File: src/rtl/aes_pkg.sv
// Shared AES-128 datapath definitions used by the round stages
// (SubBytes/ShiftRows, MixColumns, AddRoundKey).
package aes_pkg;

    localparam int AES_STATE_W = 32'd128;
    localparam int AES_WORD_W  = 32'd32;
    localparam int AES_BYTE_W  = 32'd8;
    localparam int AES_NCOLS   = 32'd4;

    // Sequencer states of the iterative SubBytes+ShiftRows stage
    typedef enum logic [0:0] {
        ST_IDLE = 1'b0,
        ST_PROC = 1'b1
    } ssr_state_e;

    // Byte (row, col) of a state vector; byte k = 4*col + row sits at [8k +: 8]
    function automatic logic [AES_BYTE_W-1:0] get_state_byte(
        input logic [AES_STATE_W-1:0] s,
        input logic [1:0]             row,
        input logic [1:0]             col
    );
        return s[{col, row, 3'b000} +: AES_BYTE_W];
    endfunction

endpackage

File: src/rtl/aes_sbox.sv
// Combinational AES forward S-box (FIPS-197 table lookup).
module aes_sbox
    import aes_pkg::*;
(
    input  logic [AES_BYTE_W-1:0] i_byte,
    output logic [AES_BYTE_W-1:0] o_byte
);

    localparam logic [7:0] SBOX_ROM [0:255] = '{
        8'h63, 8'h7c, 8'h77, 8'h7b, 8'hf2, 8'h6b, 8'h6f, 8'hc5, 8'h30, 8'h01, 8'h67, 8'h2b, 8'hfe, 8'hd7, 8'hab, 8'h76,
        8'hca, 8'h82, 8'hc9, 8'h7d, 8'hfa, 8'h59, 8'h47, 8'hf0, 8'had, 8'hd4, 8'ha2, 8'haf, 8'h9c, 8'ha4, 8'h72, 8'hc0,
        8'hb7, 8'hfd, 8'h93, 8'h26, 8'h36, 8'h3f, 8'hf7, 8'hcc, 8'h34, 8'ha5, 8'he5, 8'hf1, 8'h71, 8'hd8, 8'h31, 8'h15,
        8'h04, 8'hc7, 8'h23, 8'hc3, 8'h18, 8'h96, 8'h05, 8'h9a, 8'h07, 8'h12, 8'h80, 8'he2, 8'heb, 8'h27, 8'hb2, 8'h75,
        8'h09, 8'h83, 8'h2c, 8'h1a, 8'h1b, 8'h6e, 8'h5a, 8'ha0, 8'h52, 8'h3b, 8'hd6, 8'hb3, 8'h29, 8'he3, 8'h2f, 8'h84,
        8'h53, 8'hd1, 8'h00, 8'hed, 8'h20, 8'hfc, 8'hb1, 8'h5b, 8'h6a, 8'hcb, 8'hbe, 8'h39, 8'h4a, 8'h4c, 8'h58, 8'hcf,
        8'hd0, 8'hef, 8'haa, 8'hfb, 8'h43, 8'h4d, 8'h33, 8'h85, 8'h45, 8'hf9, 8'h02, 8'h7f, 8'h50, 8'h3c, 8'h9f, 8'ha8,
        8'h51, 8'ha3, 8'h40, 8'h8f, 8'h92, 8'h9d, 8'h38, 8'hf5, 8'hbc, 8'hb6, 8'hda, 8'h21, 8'h10, 8'hff, 8'hf3, 8'hd2,
        8'hcd, 8'h0c, 8'h13, 8'hec, 8'h5f, 8'h97, 8'h44, 8'h17, 8'hc4, 8'ha7, 8'h7e, 8'h3d, 8'h64, 8'h5d, 8'h19, 8'h73,
        8'h60, 8'h81, 8'h4f, 8'hdc, 8'h22, 8'h2a, 8'h90, 8'h88, 8'h46, 8'hee, 8'hb8, 8'h14, 8'hde, 8'h5e, 8'h0b, 8'hdb,
        8'he0, 8'h32, 8'h3a, 8'h0a, 8'h49, 8'h06, 8'h24, 8'h5c, 8'hc2, 8'hd3, 8'hac, 8'h62, 8'h91, 8'h95, 8'he4, 8'h79,
        8'he7, 8'hc8, 8'h37, 8'h6d, 8'h8d, 8'hd5, 8'h4e, 8'ha9, 8'h6c, 8'h56, 8'hf4, 8'hea, 8'h65, 8'h7a, 8'hae, 8'h08,
        8'hba, 8'h78, 8'h25, 8'h2e, 8'h1c, 8'ha6, 8'hb4, 8'hc6, 8'he8, 8'hdd, 8'h74, 8'h1f, 8'h4b, 8'hbd, 8'h8b, 8'h8a,
        8'h70, 8'h3e, 8'hb5, 8'h66, 8'h48, 8'h03, 8'hf6, 8'h0e, 8'h61, 8'h35, 8'h57, 8'hb9, 8'h86, 8'hc1, 8'h1d, 8'h9e,
        8'he1, 8'hf8, 8'h98, 8'h11, 8'h69, 8'hd9, 8'h8e, 8'h94, 8'h9b, 8'h1e, 8'h87, 8'he9, 8'hce, 8'h55, 8'h28, 8'hdf,
        8'h8c, 8'ha1, 8'h89, 8'h0d, 8'hbf, 8'he6, 8'h42, 8'h68, 8'h41, 8'h99, 8'h2d, 8'h0f, 8'hb0, 8'h54, 8'hbb, 8'h16
    };

    assign o_byte = SBOX_ROM[i_byte];

endmodule

File: src/rtl/aes_sub_shift_rows.sv
// Iterative SubBytes+ShiftRows: one output column per clock through four
// S-boxes, result presented in the MixColumns byte layout with a done pulse.
module aes_sub_shift_rows
    import aes_pkg::*;
(
    input  logic                   clk,
    input  logic                   rst,
    input  logic                   enable,
    input  logic [AES_STATE_W-1:0] state,
    output logic [AES_STATE_W-1:0] state_out,
    output logic                   done,
    output logic                   busy
);

    ssr_state_e             r_fsm;
    logic [1:0]             r_col;
    logic [AES_STATE_W-1:0] r_state_q;
    logic [AES_STATE_W-1:0] r_state_out;
    logic                   r_done;
    logic                   r_busy;

    logic [AES_BYTE_W-1:0]  w_sbox_in  [AES_NCOLS];
    logic [AES_BYTE_W-1:0]  w_sbox_out [AES_NCOLS];
    logic [AES_WORD_W-1:0]  w_col_word;

    // Row r of the current output column reads source column (col + r) mod 4;
    // the 2-bit add wraps naturally, which is exactly the ShiftRows rotation.
    for (genvar g = 0; g < AES_NCOLS; g++) begin : g_row
        logic [1:0] w_src_col;
        assign w_src_col    = r_col + 2'(g);
        assign w_sbox_in[g] = get_state_byte(r_state_q, 2'(g), w_src_col);

        aes_sbox u_sbox (
            .i_byte (w_sbox_in[g]),
            .o_byte (w_sbox_out[g])
        );
    end

    // Row 0 lands in the least significant byte of the column word
    assign w_col_word = {w_sbox_out[3], w_sbox_out[2], w_sbox_out[1], w_sbox_out[0]};

    // Sequencer: capture in IDLE, write one column per cycle in PROC, pulse done on the last
    always_ff @(posedge clk) begin
        if (rst) begin
            r_fsm       <= ST_IDLE;
            r_col       <= 2'd0;
            r_state_q   <= '0;
            r_state_out <= '0;
            r_done      <= 1'b0;
            r_busy      <= 1'b0;
        end else begin
            case (r_fsm)
                ST_IDLE: begin
                    r_done <= 1'b0;
                    if (enable) begin
                        r_state_q <= state;
                        r_col     <= 2'd0;
                        r_busy    <= 1'b1;
                        r_fsm     <= ST_PROC;
                    end else begin
                        r_busy <= 1'b0;
                    end
                end
                ST_PROC: begin
                    r_state_out[{r_col, 5'b00000} +: AES_WORD_W] <= w_col_word;
                    r_col <= r_col + 2'd1;
                    if (r_col == 2'd3) begin
                        r_done <= 1'b1;
                        r_busy <= 1'b0;
                        r_fsm  <= ST_IDLE;
                    end else begin
                        r_done <= 1'b0;
                        r_busy <= 1'b1;
                    end
                end
                default: begin
                    r_fsm  <= ST_IDLE;
                    r_col  <= 2'd0;
                    r_done <= 1'b0;
                    r_busy <= 1'b0;
                end
            endcase
        end
    end

    assign state_out = r_state_out;
    assign done      = r_done;
    assign busy      = r_busy;

endmodule

File: config.mk
export PLATFORM = sky130hd
export DESIGN_NAME = aes_sub_shift_rows
export DESIGN_NICKNAME = d
export VERILOG_FILES = /design/src/rtl/aes_pkg.sv /design/src/rtl/aes_sbox.sv /design/src/rtl/aes_sub_shift_rows.sv
export SDC_FILE = /design/constraint.sdc
export NUM_CORES = 1
export LEC_CHECK = 0
export ABC_AREA = 1
export CAP_MARGIN = 20
export CORE_ASPECT_RATIO = 1.75
export CORE_UTILIZATION = 35
export CTS_CLUSTER_SIZE = 12
export DETAILED_ROUTE_END_ITERATION = 8
export PLACE_DENSITY = 0.63
export SLEW_MARGIN = 5
export SYNTH_ARGS = -nofsm -noshare
export SYNTH_HDL_FRONTEND = slang
export SYNTH_SLANG_ARGS = --single-unit
export TNS_END_PERCENT = 30
File: constraint.sdc
create_clock -name clk -period 5.9 [get_ports clk]
set_input_delay 0.59 -clock clk [delete_from_list [all_inputs] [get_ports clk]]
set_output_delay 0.59 -clock clk [all_outputs]
set_load 0.05 [all_outputs]
==> results.ini, run 1 <==
[outcome]
status = finished with violations
violations = DRC

[drt]
finalWirelength_mm = 126
vias = 28877
drt_iter0_markers = 3299
vias_per_cell = 6.02
ant_nets = 0
drcViolationCount = 15
routedWlPerCell_um = 26.3
firstDrtPassIters = 8

[placement]
gp_congestion = 1.06
port-buffer-count = 260
placed_cells = 4753
dp_hpwl_mm = 91.1

[cts]
cts.sinks = 260
insertion_delay_ns = 0.62
ctsHoldBuffers = 0
numCtsBuffers = 28
cts-root-buf = clkbuf_16
path_clk_slew_ns = 0.07
cts_tree = built
cts_resized = 0
postCtsSetupBuffers = 0
cts-htree-levels = 1
clockBufferDepth = 3

[critical_path]
slowest_stage = dfxtp_4
path_class = reg -> reg
start_kind = flop
worst_path_most_repeated_cell = nand3_1
crit_path_end_kind = flop
arrival_ns = 5.38
cpPeakStageDelay_ns = 0.52
path_max_fanout = 21
cp_cell_sequence = buf_4 -> nand2_1 -> nand3_1 -> nand2_2 -> inv_2 -> ha_1 -> inv_1 -> nand3_1 -> nand3_1 -> nand2_1 -> inv_1 -> nand2_1 -> nand3_1 -> nand3_1 -> nand3_1 -> nand2_1 -> nand4_1 -> a21oi_1
worstPathRequired_ns = 6.45

[min_path]
holdCritPathClass = in -> reg

[grt]
grt_pass1_wl_mm = 183
antenna_found_initial = 1
grt_start_max_net_pins = 92
grt_pass1_vias = 27096
grt.overflow.total = 0
grt_use_total_pct = 37.4

[layout]
syn_to_final_growth_pct = 15.7
register_area_sq_um = 5210
final_common_cell = nand3_1
nets = 4168
final_cell_mix = 1,157 x nand3_1, 1,097 x nand2_1, 285 x nor2_1
multi_input_area_sq_um = 15200
fillCellCount = 7137
drive_gt1_share_pct = 5.56
utilization_pct = 41.0
fin_cells = 4797

[job]
drv_cap = 0

[sta]
worst_pin_slew_ns = 1.08
setup_viol = 0
drv_slew = 0
hold_viol = 0
period_share_pct = 81.9
fin_skew_ns = 0.0230
fin_tns_setup_ns = 0
min_period_ns = 4.83
relSlewSlack_pct = 27.9
fmax_mhz = 207
rsz0062_at_grt = no

[floorplanning]
rows = 122
die_w_um = 193
core-area_sq_um = 63300
ios = 261
dieArea_sq_um = 65200
die_h_um = 337
start_util_pct = 35.4

[yosys]
synth_seq_cells = 260
yosys.cell_types.count = 38
yosysWarnings = 0
ys.flop_type = dfxtp_1
syn_avg_cell_area_sq_um = 5.72
async_flop_share_pct = 0
synth-seq-area-share_pct = 23.2
synth-edff-count = 0
syn_area_sq_um = 22400
synth_nets = 4114
synth_cells = 3923

[power_and_ir_drop]
seqPwrFrac_pct = 23.8
netSwitchingFraction_pct = 50.9
p_total_mw = 8.01
power.leakage_nw = 11.2
pwr-share-comb_pct = 54.3
pwr-share-clk_pct = 21.9
internal_power_mw = 3.94
p_sw_mw = 4.07
power.density_nw_per_um2 = 308
ir_drop_mv = 0.180

-- worst max-delay path, delay by kind of cell (launching register included) --
family / cells / cell delay, ns
flip-flops: 1 / 0.52
buffers and inverters: 4 / 0.84
adder cells (fa/ha/maj): 1 / 0.26
AO/OA/AOI/OAI: 1 / 0.16
AND/OR/NAND/NOR: 12 / 2.93
-- metal layers --
layer | share of wire, % | GRT usage, %
met1 | 35 | 39.8
met2 | 49 | 66.2
met3 | 6.9 | 5.06
met4 | 9.3 | 30.8
met5 | 0 | 0
-- power groups by stage --
stage / registers (mW) / logic [mW] / clock network [mW]
after detailed placement: 1.94 / 4.17 / 0
after global placement: 1.94 / 4.24 / 0
after floorplan: 2.01 / 2.63 / 0
final: 1.91 / 4.35 / 1.76
after global routing: 1.92 / 4.62 / 1.85
after CTS: 1.91 / 4.19 / 1.80
-- per-stage QoR --
| stage | cell area, sq um | hold WS, ns | worst slack, ns |
|---|---|---|---|
| final | 26000 | 0.404 | 1.07 |
| after global routing | 26000 | 0.414 | 0.883 |
| after CTS | 26000 | 0.386 | 1.28 |
| after detailed placement | 25100 | 0.445 | 1.29 |
| after global placement | 25100 | 0.438 | 1.22 |
| after floorplan | 22400 | 0.424 | 2.36 |
-- cells in the mapped netlist (2+ instances only) --
cell type     n  share of area, %
nand3_1    1157                26
nand2_1    1108                19
nor2_1      286               4.8
dfxtp_1     260                23
a21oi_1     224               5.0
o21ai_0     180               4.0
inv_1       143               2.4
clkbuf_1    126               2.1
buf_2       107               2.4
ha_1         60               3.3
nand2_2      45               1.3
nand4_1      40               1.1
buf_4        30               1.0
o211ai_1     24              0.80
buf_6        17              0.85
o21ai_1      16              0.36
inv_2        15              0.25
nor2_2       14              0.39
or2_2        14              0.39
buf_1        13              0.22
nand3_2       5              0.22
clkinv_1      4             0.067
nand2_4       4              0.20
nor3_1        4             0.089
or2_1         4              0.11
a31oi_1       3             0.084
a32oi_2       3              0.22
a32oi_1       2             0.078
a32oi_4       2              0.25
inv_4         2             0.056
nand3_4       2              0.16
o21ai_2       2             0.078
o22ai_1       2             0.056
-- final timing paths --
path | start | end | slack, ns | cells past startpoint
setup / recovery | r_col[0] | state_out[113] | 1.07 | 18
setup reg to reg | r_col[0] | state_out[113] | 1.07 | 18
hold reg to reg | r_state_q[31] | r_state_q[31] | 0.45 | 2
hold / removal | rst | done | 0.40 | 2
-- final cells by class --
cell class | instances | area share (%)
clock inverters | 7 | 0.313
well taps | 806 | 3.88
clock buffers | 36 | 2.97
repair buffers | 317 | 11.8
diodes | 1 | 0.00964
inverters | 164 | 2.40
multi-input cells | 3206 | 58.6
flip-flops and latches | 260 | 20.1
-- state kept, by name (all words and copies together), names as in the netlist --
name       cells
r_state_q    128
done           1
r_col          2
state_out    128
busy           1
-- cells by family (layout without fill, tap and decap cells) --
logic type      after synthesis  after routing  share of synthesized area (%)
other cells                   0              1                              0
compound gates              459            459                           11.0
fa+ha+maj                    60             60                           3.35
buf+inv                     457            524                           9.33
simple gates               2687           2687                           53.2
flops                       260            260                           23.2
Note: power is estimated with default switching activity, not from simulation.
==> inputs of run 2 (changes only) <==
--- a/config.mk
+++ b/config.mk
@@ -11,7 +11,7 @@
 export CORE_UTILIZATION = 35
 export CTS_CLUSTER_SIZE = 12
 export DETAILED_ROUTE_END_ITERATION = 8
-export PLACE_DENSITY = 0.63
+export PLACE_DENSITY = 0.65
 export SLEW_MARGIN = 5
 export SYNTH_ARGS = -nofsm -noshare
 export SYNTH_HDL_FRONTEND = slang
==> constraint.sdc (replaced) <==
create_clock -name clk -period 4.2 [get_ports clk]
set_input_delay 0.42 -clock clk [delete_from_list [all_inputs] [get_ports clk]]
set_output_delay 0.42 -clock clk [all_outputs]
set_load 0.05 [all_outputs]
==> run 2 against run 1 <==
The flow still finishes with violations (DRC). Combinational power is 45% higher. Hold slack worse by 0.081 ns. Total power is 40% higher. Fmax is 19% higher. Largest cell class unchanged. Register-to-register slack lost 0.94 ns. Final cell count rose by 1.6%. Worst setup slack lost 0.94 ns. Non-clock buffer count rose by 79. Clock skew grew 0.0037 ns.
==> results.ini, run 2 (synthesized netlist as in run 1, its figures left out) <==
[cts]
clockBufferDepth = 3  ; unchanged
cts_resized = 0  ; unchanged
cts-htree-levels = 1  ; unchanged
ctsHoldBuffers = 0  ; unchanged
cts_tree = built
path_clk_slew_ns = 0.06  ; about the same
insertion_delay_ns = 0.59  ; -0.03 ns
cts.sinks = 260  ; unchanged
postCtsSetupBuffers = 0  ; unchanged
cts-root-buf = clkbuf_16
numCtsBuffers = 27  ; -3.6%

[drt]
drcViolationCount = 18  ; +3
routed-wl-met2_mm = 62.1  ; +0.23%
vias = 29522  ; +2.2%
ant_nets = 0  ; unchanged
top_layer = met4
wl_met1_mm = 44.3  ; +1.7%
drt_iter0_markers = 3535  ; +7.2%
finalWirelength_mm = 128  ; +1.8%
wl_met3_mm = 9.25  ; +6.8%
firstDrtPassIters = 9  ; +1
routedWlPerCell_um = 26.3  ; +0.23%
vias_per_cell = 6.06  ; +0.66%

[sta]
relSlewSlack_pct = 36.9  ; +9.0 points
drv_slew = 0  ; unchanged
finalWorstSetupSlack_ns = 0.122  ; -0.944 ns
rsz0062_at_grt = no
worst_pin_slew_ns = 0.946  ; -0.136 ns
period_share_pct = 97.1  ; +15 points
fmax_mhz = 245  ; +19%
min_period_ns = 4.08  ; -0.756 ns
hold_viol = 0  ; unchanged
fin_tns_setup_ns = 0  ; unchanged
fin_skew_ns = 0.0267  ; +0.00370 ns
setup_viol = 0  ; unchanged

[critical_path]
worstPathRequired_ns = 4.71  ; -1.74 ns
critPathBufInv = 2  ; -2
worstRegToRegCells = 16  ; -2
slowest_stage = nand3_1
arrival_ns = 4.59  ; -0.79 ns
crit_path_end_kind = flop
path_max_fanout = 91  ; +330%
path_class = reg -> reg
rrSetupSlack_ns = 0.12  ; -0.94 ns
path_delay_family = simple AND/OR/NAND/NOR gates
worst_path_most_repeated_cell = nand3_1
cpPeakStageDelay_ns = 0.51  ; about the same
cp_cell_sequence = buf_12 -> nand2_1 -> nand2_1 -> nand2_1 -> nand2_1 -> ha_1 -> inv_1 -> nand3_1 -> nand3_1 -> nand3_1 -> nand3_1 -> nand3_1 -> nand3_1 -> nand2_1 -> nand4_1 -> a21oi_1
start_kind = flop
r2r-end = state_out[57]
r2r_start = r_col[0]

[placement]
dp_hpwl_mm = 94.9  ; +4.2%
gp_congestion = 1.08  ; +2.1%
port-buffer-count = 260  ; unchanged
place_ws_ns = 0.389  ; -0.899 ns

[min_path]
holdCritPathClass = in -> reg
hold_start = rst
holdPathStages = 2  ; unchanged
min_to = state_out[4]

[grt]
grt_use_total_pct = 37.9  ; +0.48 points
grt_start_max_net_pins = 110  ; +20%
grt_pass1_vias = 27710  ; +2.3%
grt.overflow.total = 0  ; unchanged
grt_pass1_wl_mm = 186  ; +1.6%
antenna_found_initial = 2  ; +1

[layout]
nets = 4246  ; +1.9%
syn_to_final_growth_pct = 18.5
drive_gt1_share_pct = 7.23  ; +1.7 points
final_common_cell = nand3_1
final_cell_mix = 1,157 x nand3_1, 1,099 x nand2_1, 285 x nor2_1

[floorplanning]
die_h_um = 337  ; unchanged
die_w_um = 193  ; unchanged
rows = 122  ; unchanged
ios = 261  ; unchanged
core-area_sq_um = 63300  ; unchanged
dieArea_sq_um = 65200  ; unchanged
start_util_pct = 35.4  ; unchanged

[outcome]
violations = DRC
status = finished with violations

[power_and_ir_drop]
power.leakage_nw = 11.6  ; +3.3%
ir_drop_mv = 0.290  ; +61%
power.density_nw_per_um2 = 422  ; +37%

[job]
drv_cap = 0  ; unchanged

run 2: cell types whose count changed in the layout (fill, tap and decap cells not counted), moves of 2 or more:
cell	before	now
clkbuf_8	4	2
buf_12	1	14
buf_4	56	123
nand2_4	7	5
nand2_1	1097	1099
run 2: worst reg2reg max path, stage by stage, from the launching register on:
cell and delay (ns):
dfxtp_4 0.37, buf_12 0.35, nand2_1 0.41, nand2_1 0.15
nand2_1 0.06, nand2_1 0.36, ha_1 0.45, inv_1 0.13
nand3_1 0.51, nand3_1 0.15, nand3_1 0.13, nand3_1 0.22
nand3_1 0.19, nand3_1 0.11, nand2_1 0.16, nand4_1 0.10
a21oi_1 0.16
run 2: metal layers:
metal,track usage (%),up-vias
met1,40.8,13652
met5,0,-
met2,66.4,1835
li1,-,13468
met3,4.49,567
met4,32.2,0
run 2: worst max path at each step:
stage	from	end	cells after the start
3_3_place_gp	r_col[0]	state_out[112]	16
6_report	r_col[0]	state_out[57]	16
2_1_floorplan	r_col[0]	state_out[61]	25
3_5_place_dp	r_col[0]	state_out[48]	16
4_1_cts	r_col[0]	state_out[48]	16
5_1_grt	r_col[0]	state_out[57]	16
run 2: layout make-up:
cell class                      count  area, sq um
Inverter                          164          623
Timing Repair Buffer              396         3800
Tap cell                          806         1010
Fill cell                        7007        36800
Multi-Input combinational cell   3206        15200
Antenna cell                        1         2.50
Sequential cell                   260         5210
Clock inverter                      5         37.5
Clock buffer                       34          722
run 2: power breakdown:
part	switching (mW)	internal (mW)
clock	1.04	1.20
sequential	0.0765	2.60
combinational	4.55	1.75
run 2: metrics by stage:
stage	hold WS, ns	std cells	total power [mW]	utilization (%)	cell area [sq um]
after floorplan	0.424	3923	6.52	-	22400
after global placement	0.441	4832	8.88	40.8	25800
after detailed placement	0.445	4832	8.77	40.8	25800
after CTS	0.312	4871	11.0	42.0	26600
after global routing	0.342	4872	11.7	42.0	26600
final	0.324	4872	11.2	42.0	26600
